File: config.mk
export PLATFORM = sky130hd
export DESIGN_NAME = wb_stage_pipe_flat
export DESIGN_NICKNAME = d
export VERILOG_FILES = /design/src/rtl/wb_pkg.sv /design/src/rtl/wb_stage_pipe_if.sv /design/src/rtl/wb_load_ext.sv /design/src/rtl/wb_stage_pipe.sv /design/src/flat_wrapper.sv
export SDC_FILE = /design/constraint.sdc
export NUM_CORES = 1
export LEC_CHECK = 0
export ABC_CLOCK_PERIOD_IN_PS = 3700
export CAP_MARGIN = 10
export CORE_ASPECT_RATIO = 1.2
export CORE_MARGIN = 5
export CORE_UTILIZATION = 50
export CTS_CLUSTER_DIAMETER = 50
export DETAILED_ROUTE_END_ITERATION = 7
export PLACE_DENSITY = 0.8
export SETUP_SLACK_MARGIN = 0.3
export SKIP_LAST_GASP = 1
export SLEW_MARGIN = 0
export SYNTH_ARGS = -nofsm -noshare
export SYNTH_HDL_FRONTEND = slang
export SYNTH_HIERARCHICAL = 1
export SYNTH_SLANG_ARGS = --single-unit
File: constraint.sdc
create_clock -name clk -period 3.7 [get_ports clk]
set_clock_uncertainty 0.15 [all_clocks]
set_input_delay 0.74 -clock clk [delete_from_list [all_inputs] [get_ports clk]]
set_output_delay 0.74 -clock clk [all_outputs]
set_load 0.03 [all_outputs]
File: src/rtl/wb_pkg.sv
// Shared writeback-stage encodings: result-select codes and RISC-V load funct3 values.
package wb_pkg;

  localparam logic [1:0] RES_ALU = 2'b00;
  localparam logic [1:0] RES_MEM = 2'b01;
  localparam logic [1:0] RES_PC4 = 2'b10;
  localparam logic [1:0] RES_IMM = 2'b11;

  localparam logic [2:0] F3_LB  = 3'b000;
  localparam logic [2:0] F3_LH  = 3'b001;
  localparam logic [2:0] F3_LW  = 3'b010;
  localparam logic [2:0] F3_LD  = 3'b011;
  localparam logic [2:0] F3_LBU = 3'b100;
  localparam logic [2:0] F3_LHU = 3'b101;
  localparam logic [2:0] F3_LWU = 3'b110;

endpackage

File: src/rtl/wb_stage_pipe_if.sv
// MEM->WB bundle: M-stage inputs plus pipeline control in, W-stage results out.
interface wb_stage_pipe_if #(
  parameter int XLEN   = 32,
  parameter int REG_AW = 5
);
  logic              valid_m;
  logic              stall_w;
  logic              flush_w;
  logic              RegWriteM;
  logic [1:0]        ResultSrcM;
  logic [2:0]        funct3M;
  logic [REG_AW-1:0] rdM;
  logic [XLEN-1:0]   PCplus4M;
  logic [XLEN-1:0]   ALUResultM;
  logic [XLEN-1:0]   ReadDataM;
  logic [XLEN-1:0]   ImmExtM;
  logic              valid_w;
  logic              RegWriteW;
  logic [REG_AW-1:0] rdW;
  logic [1:0]        ResultSrcW;
  logic [XLEN-1:0]   ResultW;
  logic              misaligned_w;

  modport master (
    output valid_m, stall_w, flush_w, RegWriteM, ResultSrcM, funct3M, rdM,
           PCplus4M, ALUResultM, ReadDataM, ImmExtM,
    input  valid_w, RegWriteW, rdW, ResultSrcW, ResultW, misaligned_w
  );

  modport slave (
    input  valid_m, stall_w, flush_w, RegWriteM, ResultSrcM, funct3M, rdM,
           PCplus4M, ALUResultM, ReadDataM, ImmExtM,
    output valid_w, RegWriteW, rdW, ResultSrcW, ResultW, misaligned_w
  );
endinterface

File: src/rtl/wb_load_ext.sv
// Combinational sub-word load extraction from an aligned memory word, plus natural-alignment check.
module wb_load_ext
  import wb_pkg::*;
#(
  parameter int XLEN  = 32,
  parameter int OFS_W = $clog2(XLEN/8)
) (
  input  logic [2:0]       funct3_i,
  input  logic [OFS_W-1:0] ofs_i,
  input  logic [XLEN-1:0]  rdata_i,
  output logic [XLEN-1:0]  data_o,
  output logic             unaligned_o
);
  localparam bit IS64 = (XLEN == 64);

  // Addressed byte lands in lane[7:0]; misaligned accesses yield the truncated upper bytes.
  logic [XLEN-1:0] lane;
  assign lane = rdata_i >> {ofs_i, 3'b000};

  always_comb begin
    data_o      = rdata_i;
    unaligned_o = 1'b0;
    case (funct3_i)
      F3_LB:  data_o = XLEN'($signed(lane[7:0]));
      F3_LBU: data_o = XLEN'(lane[7:0]);
      F3_LH: begin
        data_o      = XLEN'($signed(lane[15:0]));
        unaligned_o = ofs_i[0];
      end
      F3_LHU: begin
        data_o      = XLEN'(lane[15:0]);
        unaligned_o = ofs_i[0];
      end
      F3_LW: begin
        data_o      = XLEN'($signed(lane[31:0]));
        unaligned_o = (ofs_i[1:0] != 2'b00);
      end
      F3_LWU: begin
        if (IS64) begin
          data_o      = XLEN'(lane[31:0]);
          unaligned_o = (ofs_i[1:0] != 2'b00);
        end
      end
      F3_LD: begin
        if (IS64) begin
          data_o      = lane;
          unaligned_o = (ofs_i != '0);
        end
      end
      default: ;
    endcase
  end
endmodule

File: src/rtl/wb_stage_pipe.sv
// MEM/WB pipeline register with valid/stall/flush, load extraction and 4-way result mux; 1-cycle latency.
// Optional retired-instruction counter output instret under WB_RETIRE_CNT_EN.
module wb_stage_pipe
  import wb_pkg::*;
#(
  parameter int XLEN   = 32,
  parameter int REG_AW = 5
) (
  input  logic          clk,
  input  logic          reset,
  wb_stage_pipe_if.slave bus
`ifdef WB_RETIRE_CNT_EN
  ,
  output logic [63:0]   instret
`endif
);
  localparam int OFS_W = $clog2(XLEN/8);

  logic              valid_q, valid_d;
  logic              regwrite_q, regwrite_d;
  logic [REG_AW-1:0] rd_q, rd_d;
  logic [1:0]        src_q, src_d;
  logic [2:0]        f3_q, f3_d;
  logic [XLEN-1:0]   pc4_q, pc4_d;
  logic [XLEN-1:0]   alu_q, alu_d;
  logic [XLEN-1:0]   rdata_q, rdata_d;
  logic [XLEN-1:0]   imm_q, imm_d;

  // Flush only needs to kill valid; payload fields simply hold.
  always_comb begin
    valid_d    = valid_q;
    regwrite_d = regwrite_q;
    rd_d       = rd_q;
    src_d      = src_q;
    f3_d       = f3_q;
    pc4_d      = pc4_q;
    alu_d      = alu_q;
    rdata_d    = rdata_q;
    imm_d      = imm_q;
    if (bus.flush_w) begin
      valid_d = 1'b0;
    end else if (!bus.stall_w) begin
      valid_d    = bus.valid_m;
      regwrite_d = bus.RegWriteM;
      rd_d       = bus.rdM;
      src_d      = bus.ResultSrcM;
      f3_d       = bus.funct3M;
      pc4_d      = bus.PCplus4M;
      alu_d      = bus.ALUResultM;
      rdata_d    = bus.ReadDataM;
      imm_d      = bus.ImmExtM;
    end
  end

  always_ff @(posedge clk) begin
    if (!reset) begin
      valid_q    <= 1'b0;
      regwrite_q <= 1'b0;
      rd_q       <= '0;
      src_q      <= RES_ALU;
      f3_q       <= '0;
      pc4_q      <= '0;
      alu_q      <= '0;
      rdata_q    <= '0;
      imm_q      <= '0;
    end else begin
      valid_q    <= valid_d;
      regwrite_q <= regwrite_d;
      rd_q       <= rd_d;
      src_q      <= src_d;
      f3_q       <= f3_d;
      pc4_q      <= pc4_d;
      alu_q      <= alu_d;
      rdata_q    <= rdata_d;
      imm_q      <= imm_d;
    end
  end

  logic [XLEN-1:0] load_ext;
  logic            unaligned;
  logic            misaligned;
  logic [XLEN-1:0] result;

  wb_load_ext #(.XLEN(XLEN), .OFS_W(OFS_W)) u_load_ext (
    .funct3_i   (f3_q),
    .ofs_i      (alu_q[OFS_W-1:0]),
    .rdata_i    (rdata_q),
    .data_o     (load_ext),
    .unaligned_o(unaligned)
  );

  assign misaligned = valid_q & (src_q == RES_MEM) & unaligned;

  always_comb begin
    result = alu_q;
    case (src_q)
      RES_ALU: result = alu_q;
      RES_MEM: result = load_ext;
      RES_PC4: result = pc4_q;
      RES_IMM: result = imm_q;
      default: result = alu_q;
    endcase
  end

  assign bus.valid_w      = valid_q;
  assign bus.rdW          = rd_q;
  assign bus.ResultSrcW   = src_q;
  assign bus.ResultW      = result;
  assign bus.misaligned_w = misaligned;
  // x0 is hardwired zero, so a write to it is never requested.
  assign bus.RegWriteW    = valid_q & regwrite_q & (rd_q != '0) & ~misaligned;

`ifdef WB_RETIRE_CNT_EN
  logic [63:0] instret_q, instret_d;

  always_comb begin
    instret_d = instret_q;
    if (valid_q && !bus.stall_w && !misaligned) instret_d = instret_q + 64'd1;
  end

  always_ff @(posedge clk) begin
    if (!reset) instret_q <= '0;
    else        instret_q <= instret_d;
  end

  assign instret = instret_q;
`endif
endmodule

File: src/flat_wrapper.sv
// flat-port wrapper written by rule: the top's interface ports become plain ports
module wb_stage_pipe_flat import wb_pkg::*;
#(
  parameter int XLEN   = 32,
  parameter int REG_AW = 5
)
  (clk, reset, bus_valid_m, bus_stall_w, bus_flush_w, bus_RegWriteM, bus_ResultSrcM, bus_funct3M, bus_rdM, bus_PCplus4M, bus_ALUResultM, bus_ReadDataM, bus_ImmExtM, bus_valid_w, bus_RegWriteW, bus_rdW, bus_ResultSrcW, bus_ResultW, bus_misaligned_w);
  wb_stage_pipe_if #(.XLEN(XLEN), .REG_AW(REG_AW)) bus_i ();
  input  logic clk;
  input  logic reset;
  input wire logic [$bits(bus_i.valid_m)-1:0] bus_valid_m;
  input wire logic [$bits(bus_i.stall_w)-1:0] bus_stall_w;
  input wire logic [$bits(bus_i.flush_w)-1:0] bus_flush_w;
  input wire logic [$bits(bus_i.RegWriteM)-1:0] bus_RegWriteM;
  input wire logic [$bits(bus_i.ResultSrcM)-1:0] bus_ResultSrcM;
  input wire logic [$bits(bus_i.funct3M)-1:0] bus_funct3M;
  input wire logic [$bits(bus_i.rdM)-1:0] bus_rdM;
  input wire logic [$bits(bus_i.PCplus4M)-1:0] bus_PCplus4M;
  input wire logic [$bits(bus_i.ALUResultM)-1:0] bus_ALUResultM;
  input wire logic [$bits(bus_i.ReadDataM)-1:0] bus_ReadDataM;
  input wire logic [$bits(bus_i.ImmExtM)-1:0] bus_ImmExtM;
  output wire logic [$bits(bus_i.valid_w)-1:0] bus_valid_w;
  output wire logic [$bits(bus_i.RegWriteW)-1:0] bus_RegWriteW;
  output wire logic [$bits(bus_i.rdW)-1:0] bus_rdW;
  output wire logic [$bits(bus_i.ResultSrcW)-1:0] bus_ResultSrcW;
  output wire logic [$bits(bus_i.ResultW)-1:0] bus_ResultW;
  output wire logic [$bits(bus_i.misaligned_w)-1:0] bus_misaligned_w;
  assign bus_i.valid_m = bus_valid_m;
  assign bus_i.stall_w = bus_stall_w;
  assign bus_i.flush_w = bus_flush_w;
  assign bus_i.RegWriteM = bus_RegWriteM;
  assign bus_i.ResultSrcM = bus_ResultSrcM;
  assign bus_i.funct3M = bus_funct3M;
  assign bus_i.rdM = bus_rdM;
  assign bus_i.PCplus4M = bus_PCplus4M;
  assign bus_i.ALUResultM = bus_ALUResultM;
  assign bus_i.ReadDataM = bus_ReadDataM;
  assign bus_i.ImmExtM = bus_ImmExtM;
  assign bus_valid_w = bus_i.valid_w;
  assign bus_RegWriteW = bus_i.RegWriteW;
  assign bus_rdW = bus_i.rdW;
  assign bus_ResultSrcW = bus_i.ResultSrcW;
  assign bus_ResultW = bus_i.ResultW;
  assign bus_misaligned_w = bus_i.misaligned_w;
  wb_stage_pipe #(.XLEN(XLEN), .REG_AW(REG_AW)) u_core (.clk(clk), .reset(reset), .bus(bus_i));
endmodule
# Word-level counts from Yosys, hierarchy flattened
# Index checks and enable logic that the tools add are counted.
# word_totals
ff_bits	140
output_inout_bits	42
# classes
shifts	1
bitwise_logic	9
reduce_logical	7
n_eq_ne	7
mux	3
# ops
cell	count
$pmux 32 s5	1
$pmux 32 s4	1
$shr 32x5->32	1
$eq 3x3->1 const B	2
$and 1x1->1	5
$reduce_bool 5->1	1
$eq 2x2->1 const B	2
$not 1->1	4
$reduce_or 2->1	2
$eq 3x1->1 const B	1
$eq 3x2->1 const B	1
$logic_not 3->1	1
$eq 2x1->1 const B	1
$logic_not 2->1	1
$pmux 1 s2	1
$reduce_and 2->1	1
$reduce_bool 2->1	1

# Logic depth before layout (Yosys ltp)
# depth
word_depth	6
ltp_mapped	8
mapped_depth_nobuf	6

# Hierarchy
# The synthesis kept the hierarchy.
# modules_own_cells
module	cells_per_inst	n_inst	area_each_um2
wb_stage_pipe	682	1	6631.4
wb_load_ext	173	1	1048.5

# Worst setup path before layout
# Ideal clock, no wire load.
# synth_timing
path_kind	register -> output
startpoint	register u_core.alu_q[0]
endpoint	output port bus_RegWriteW
path_stages_with_launch	8
arrival_time_ps	2196
n_path_buf	3
slack_ps	614
t_required_ps	2810
path_cell_list	dfxtp_1 -> buf_6 -> buf_2 -> inv_1 -> clkbuf_1 -> o31ai_1 -> and4b_1 -> a211oi_1
# synth_between
elab_chain_len	5
# synth_lines
element	line_no	text
start: declaration	wb_stage_pipe.sv:25	logic [XLEN-1:0] alu_q, alu_d;
start signal: assignment	wb_stage_pipe.sv:73	alu_q <= alu_d;
$reduce_bool 2->1	wb_load_ext.sv:36	unaligned_o = (ofs_i[1:0] != 2'b00);
$pmux 1 s2 (*)	wb_load_ext.sv:23	case (funct3_i)
via u_core.unaligned	wb_stage_pipe.sv:80	logic unaligned;
$and 1x1->1 (*)	wb_stage_pipe.sv:92	assign misaligned = valid_q & (src_q == RES_MEM) & unaligned;
via bus_misaligned_w	flat_wrapper.sv:27	output wire logic [$bits(bus_i.misaligned_w)-1:0] bus_misaligned_w;
$not 1->1 (*)	wb_stage_pipe.sv:111	assign bus.RegWriteW = valid_q & regwrite_q & (rd_q != '0) & ~misaligned;
$and 1x1->1 (*)	wb_stage_pipe.sv:111	
end: declaration	flat_wrapper.sv:23	output wire logic [$bits(bus_i.RegWriteW)-1:0] bus_RegWriteW;
# The timed path passes the listed nets; every way through them passes the cells marked *.

# Worst setup path in the final report
# layout_timing
startpoint	register u_core.alu_q[0]
endpoint	output port bus_ResultW[13]
# layout_between
elab_chain_len	3
# layout_lines
element	line_no	text
$shr 32x5->32	wb_load_ext.sv:18	assign lane = rdata_i >> {ofs_i, 3'b000};
$pmux 32 s5	wb_load_ext.sv:23	
via u_core.load_ext[13]	wb_stage_pipe.sv:79	logic [XLEN-1:0] load_ext;
$pmux 32 s4	wb_stage_pipe.sv:96	case (src_q)
end: declaration	flat_wrapper.sv:26	output wire logic [$bits(bus_i.ResultW)-1:0] bus_ResultW;
# The timed path passes the listed nets, and every way through them passes these cells.

==> impl_metrics.yaml <==
detailed_routing:
  drt-total-wl_um: 23500
  dr.pass1.iters: 5
  post_drt_wl_per_cell_um: 19.5
  drc: 0
  vias: 7176
  drtIter0Drc: 899
  routed_via_density: 5.95
  drtAntennaViolNets: 0
worst_setup_path:
  criticalPathCategory: "reg -> out"
  path_max_fanout: 8
  cp_data_required_time_ns: 2.81
  reg2reg_setup_slack_ns: 2.09
  worstSetupStartpointType: "register"
  cp.arrival_ns: 2.72
  cp-end-kind: "output pin"
sta:
  rsz0062_at_grt: "yes"
  setup_viol: 0
  period_minus_slack_ns: 3.61
  maxSlewHeadroom_pct: 52.5
  fin_crit_sh_pct: 97.6
  max_freq_mhz: 277
  setup-tns-final_ns: 0
  slew_violations: 0
  hold_viol: 0
  worst_slew_pin_slew_ns: 0.713
clock_network:
  hold_buffers: 0
  cts_max_level: 4
  clk_transition_reported_paths_ns: 0.06
  cts_buffer_depth: 2
  cts_sinks: 140
  root_buffer: "clkbuf_16"
  clock_latency_ns: 0.42
  cts_buffers: 17
  cts_tree: "yes"
yosys:
  syn-instance-count: 855
  synth_area_um2: 7680
  synth_cell_type_count: 40
  yosys_register_bits: 140
  synthesis.nets: 999
  ys_seq_area_share_pct: 36.5
  yosys_warnings: 6
  synth.avg_cell_area_um2: 8.98
final_layout:
  syn_to_final_growth_pct: 34.3
  num_antenna_cells: 0
  final_layout_size_suffix_gt1_share_pct: 16.6
  fin_area_um2: 10300
  layout.nets: 1134
grt:
  grt_pass1_vias: 6810
  grt_overflow: 0
  grt_max_degree: 127
  grt_pass1_wl_um: 35500
  busiest_layer: "met2"
  met3_usage_pct: 6.26
  antenna_found_initial: 0
  use_met1_pct: 30.9
  grt_usage_pct: 25.2
  gr-usage-met2_pct: 40.4
status:
  status: "complete, no violations"
floorplanning:
  ios: 186
  rows: 49
  start_util_pct: 51.1
  die_h_um: 146
  die_width_um: 123
  design.die.area_um2: 17900
  core-area_um2: 15000
power:
  powerDensity_nw_per_um2: 386
  peakVddDrop_mv: 0.294
  p_leak_nw: 3.59
placement:
  portBuffers: 185
  placed_area_um2: 9460
  gp_congestion: 0.903
  dp_hpwl_um: 15900
job:
  maxCapViolations: 0
hold_path:
  hp-class: "reg -> reg"
## layer usage
layer	vias to the layer above	share of wire, %
met5	-	0
met4	0	4.5
met3	64	7.2
met2	298	50
met1	3356	38
li1	3458	-
## layout by cell type (no fill, tap or decap), drive strengths merged, types with 3 or more instances in the layout
cell type,n
a21oi,161
clkdlybuf4s50,149
o21ai,148
dfxtp,140
or3b,139
buf,57
mux4,32
nor2,26
clkbuf,21
nand2,20
inv,13
mux2,11
mux2i,9
o211ai,8
clkinv,8
o22ai,8
clkdlybuf4s15,7
and3,7
a22oi,7
o31a,7
dlygate4sd2,3
nor3,3
## what timing repair did
action | 4_1_cts | 5_1_grt
pin swaps | 7 | 2
buffers inserted | 8 | 2
cloned | 0 | 0
setup endpoints to repair | 34 | 32
resized for setup | 124 | 49
endpoints found under the hold margin | 0 | 0
## critical path: stages, from the launching register on
cell and delay (ns):
dfxtp_4 0.38, mux2_2 0.35, mux2i_1 0.32, nor2_2 0.16
o31a_1 0.33, mux4_2 0.46, clkdlybuf4s15_2 0.30
## through the flow
stage / cells / hold WS (ns) / utilization (%) / worst slack (ns) / total power, mW
global placement: 1165 / 0.308 / 63.0 / 0.197 / 2.31
detailed placement: 1165 / 0.315 / 63.0 / 0.147 / 2.32
floorplan: 855 / 0.300 / - / 0.614 / 2.04
global route: 1207 / 0.344 / 68.7 / 0.0517 / 4.13
finish: 1207 / 0.320 / 68.7 / 0.0885 / 3.98
CTS: 1205 / 0.323 / 67.5 / 0.166 / 3.96
## synthesized netlist by cell type (all sizes together)
cell type	n	area share, %
a211oi	2	0.20
nor3	3	0.26
o221ai	1	0.11
dfxtp	140	36
nor2b	2	0.16
a21oi	161	10
mux2	11	1.7
nor2	26	1.3
clkinv	1	0.049
o22ai	8	0.65
nand2b	1	0.082
clkbuf	66	3.2
o31a	7	0.80
mux2i	9	1.2
a22o	1	0.13
a221oi	1	0.20
or3b	139	16
mux4	32	9.4
a22oi	7	0.68
or2	1	0.082
buf	34	3.6
o21ai	148	9.6
a31oi	1	0.082
nand3	1	0.065
and4b	1	0.13
nand2	20	0.98
and2	1	0.082
and3	7	0.57
o2bb2a	1	0.13
o31ai	1	0.098
inv	12	0.59
o211ai	8	0.78
a21boi	1	0.24
## worst paths after layout
kind / cells after the start / to / start
setup reg to reg: 3 / u_core/bus.ResultSrcW[0]$_SDFFE_PN0P_ / u_core/bus.ResultSrcW[0]$_SDFFE_PN0P_
hold / removal: 2 / u_core/pc4_q[23]$_SDFFE_PN0P_ / u_core/pc4_q[23]$_SDFFE_PN0P_
hold reg to reg: 2 / u_core/pc4_q[23]$_SDFFE_PN0P_ / u_core/pc4_q[23]$_SDFFE_PN0P_
setup / recovery: 6 / bus_ResultW[13] / u_core/alu_q[0]$_SDFFE_PN0P_
## kinds of logic after synthesis
kind of cell / Yosys count / synth area share, %
AOI/OAI and AO/OA: 348 / 24.2
buffers and inverters: 113 / 7.51
DFF: 140 / 36.5
muxes: 52 / 12.2
and+or+nand+nor: 202 / 19.5
## final cells by class
cell class                      count  area, µm²
Fill cell                        1159       4710
Multi-Input combinational cell    602       4430
Clock buffer                       21        480
Timing Repair Buffer              216       2190
Sequential cell                   140       2810
Clock inverter                     11       92.6
Tap cell                          204        255
Inverter                           13       51.3
## where the power goes
| group | switching, mW | internal [mW] | total (mW) |
|---|---|---|---|
| logic | 0.329 | 0.376 | 0.705 |
| clock network | 0.642 | 0.989 | 1.63 |
| registers | 0.0645 | 1.58 | 1.64 |
## state kept, by name, summed over array words and instances, names as in the netlist
signal	cells
u_core/alu_q	32
u_core/pc4_q	32
u_core/imm_q	32
u_core/bus.rdW	5
u_core/bus.ResultSrcW	2
u_core/regwrite_q	1
u_core/bus.valid_w	1
u_core/f3_q	3
u_core/rdata_q	32
Note: power is estimated with default switching activity, not from simulation.
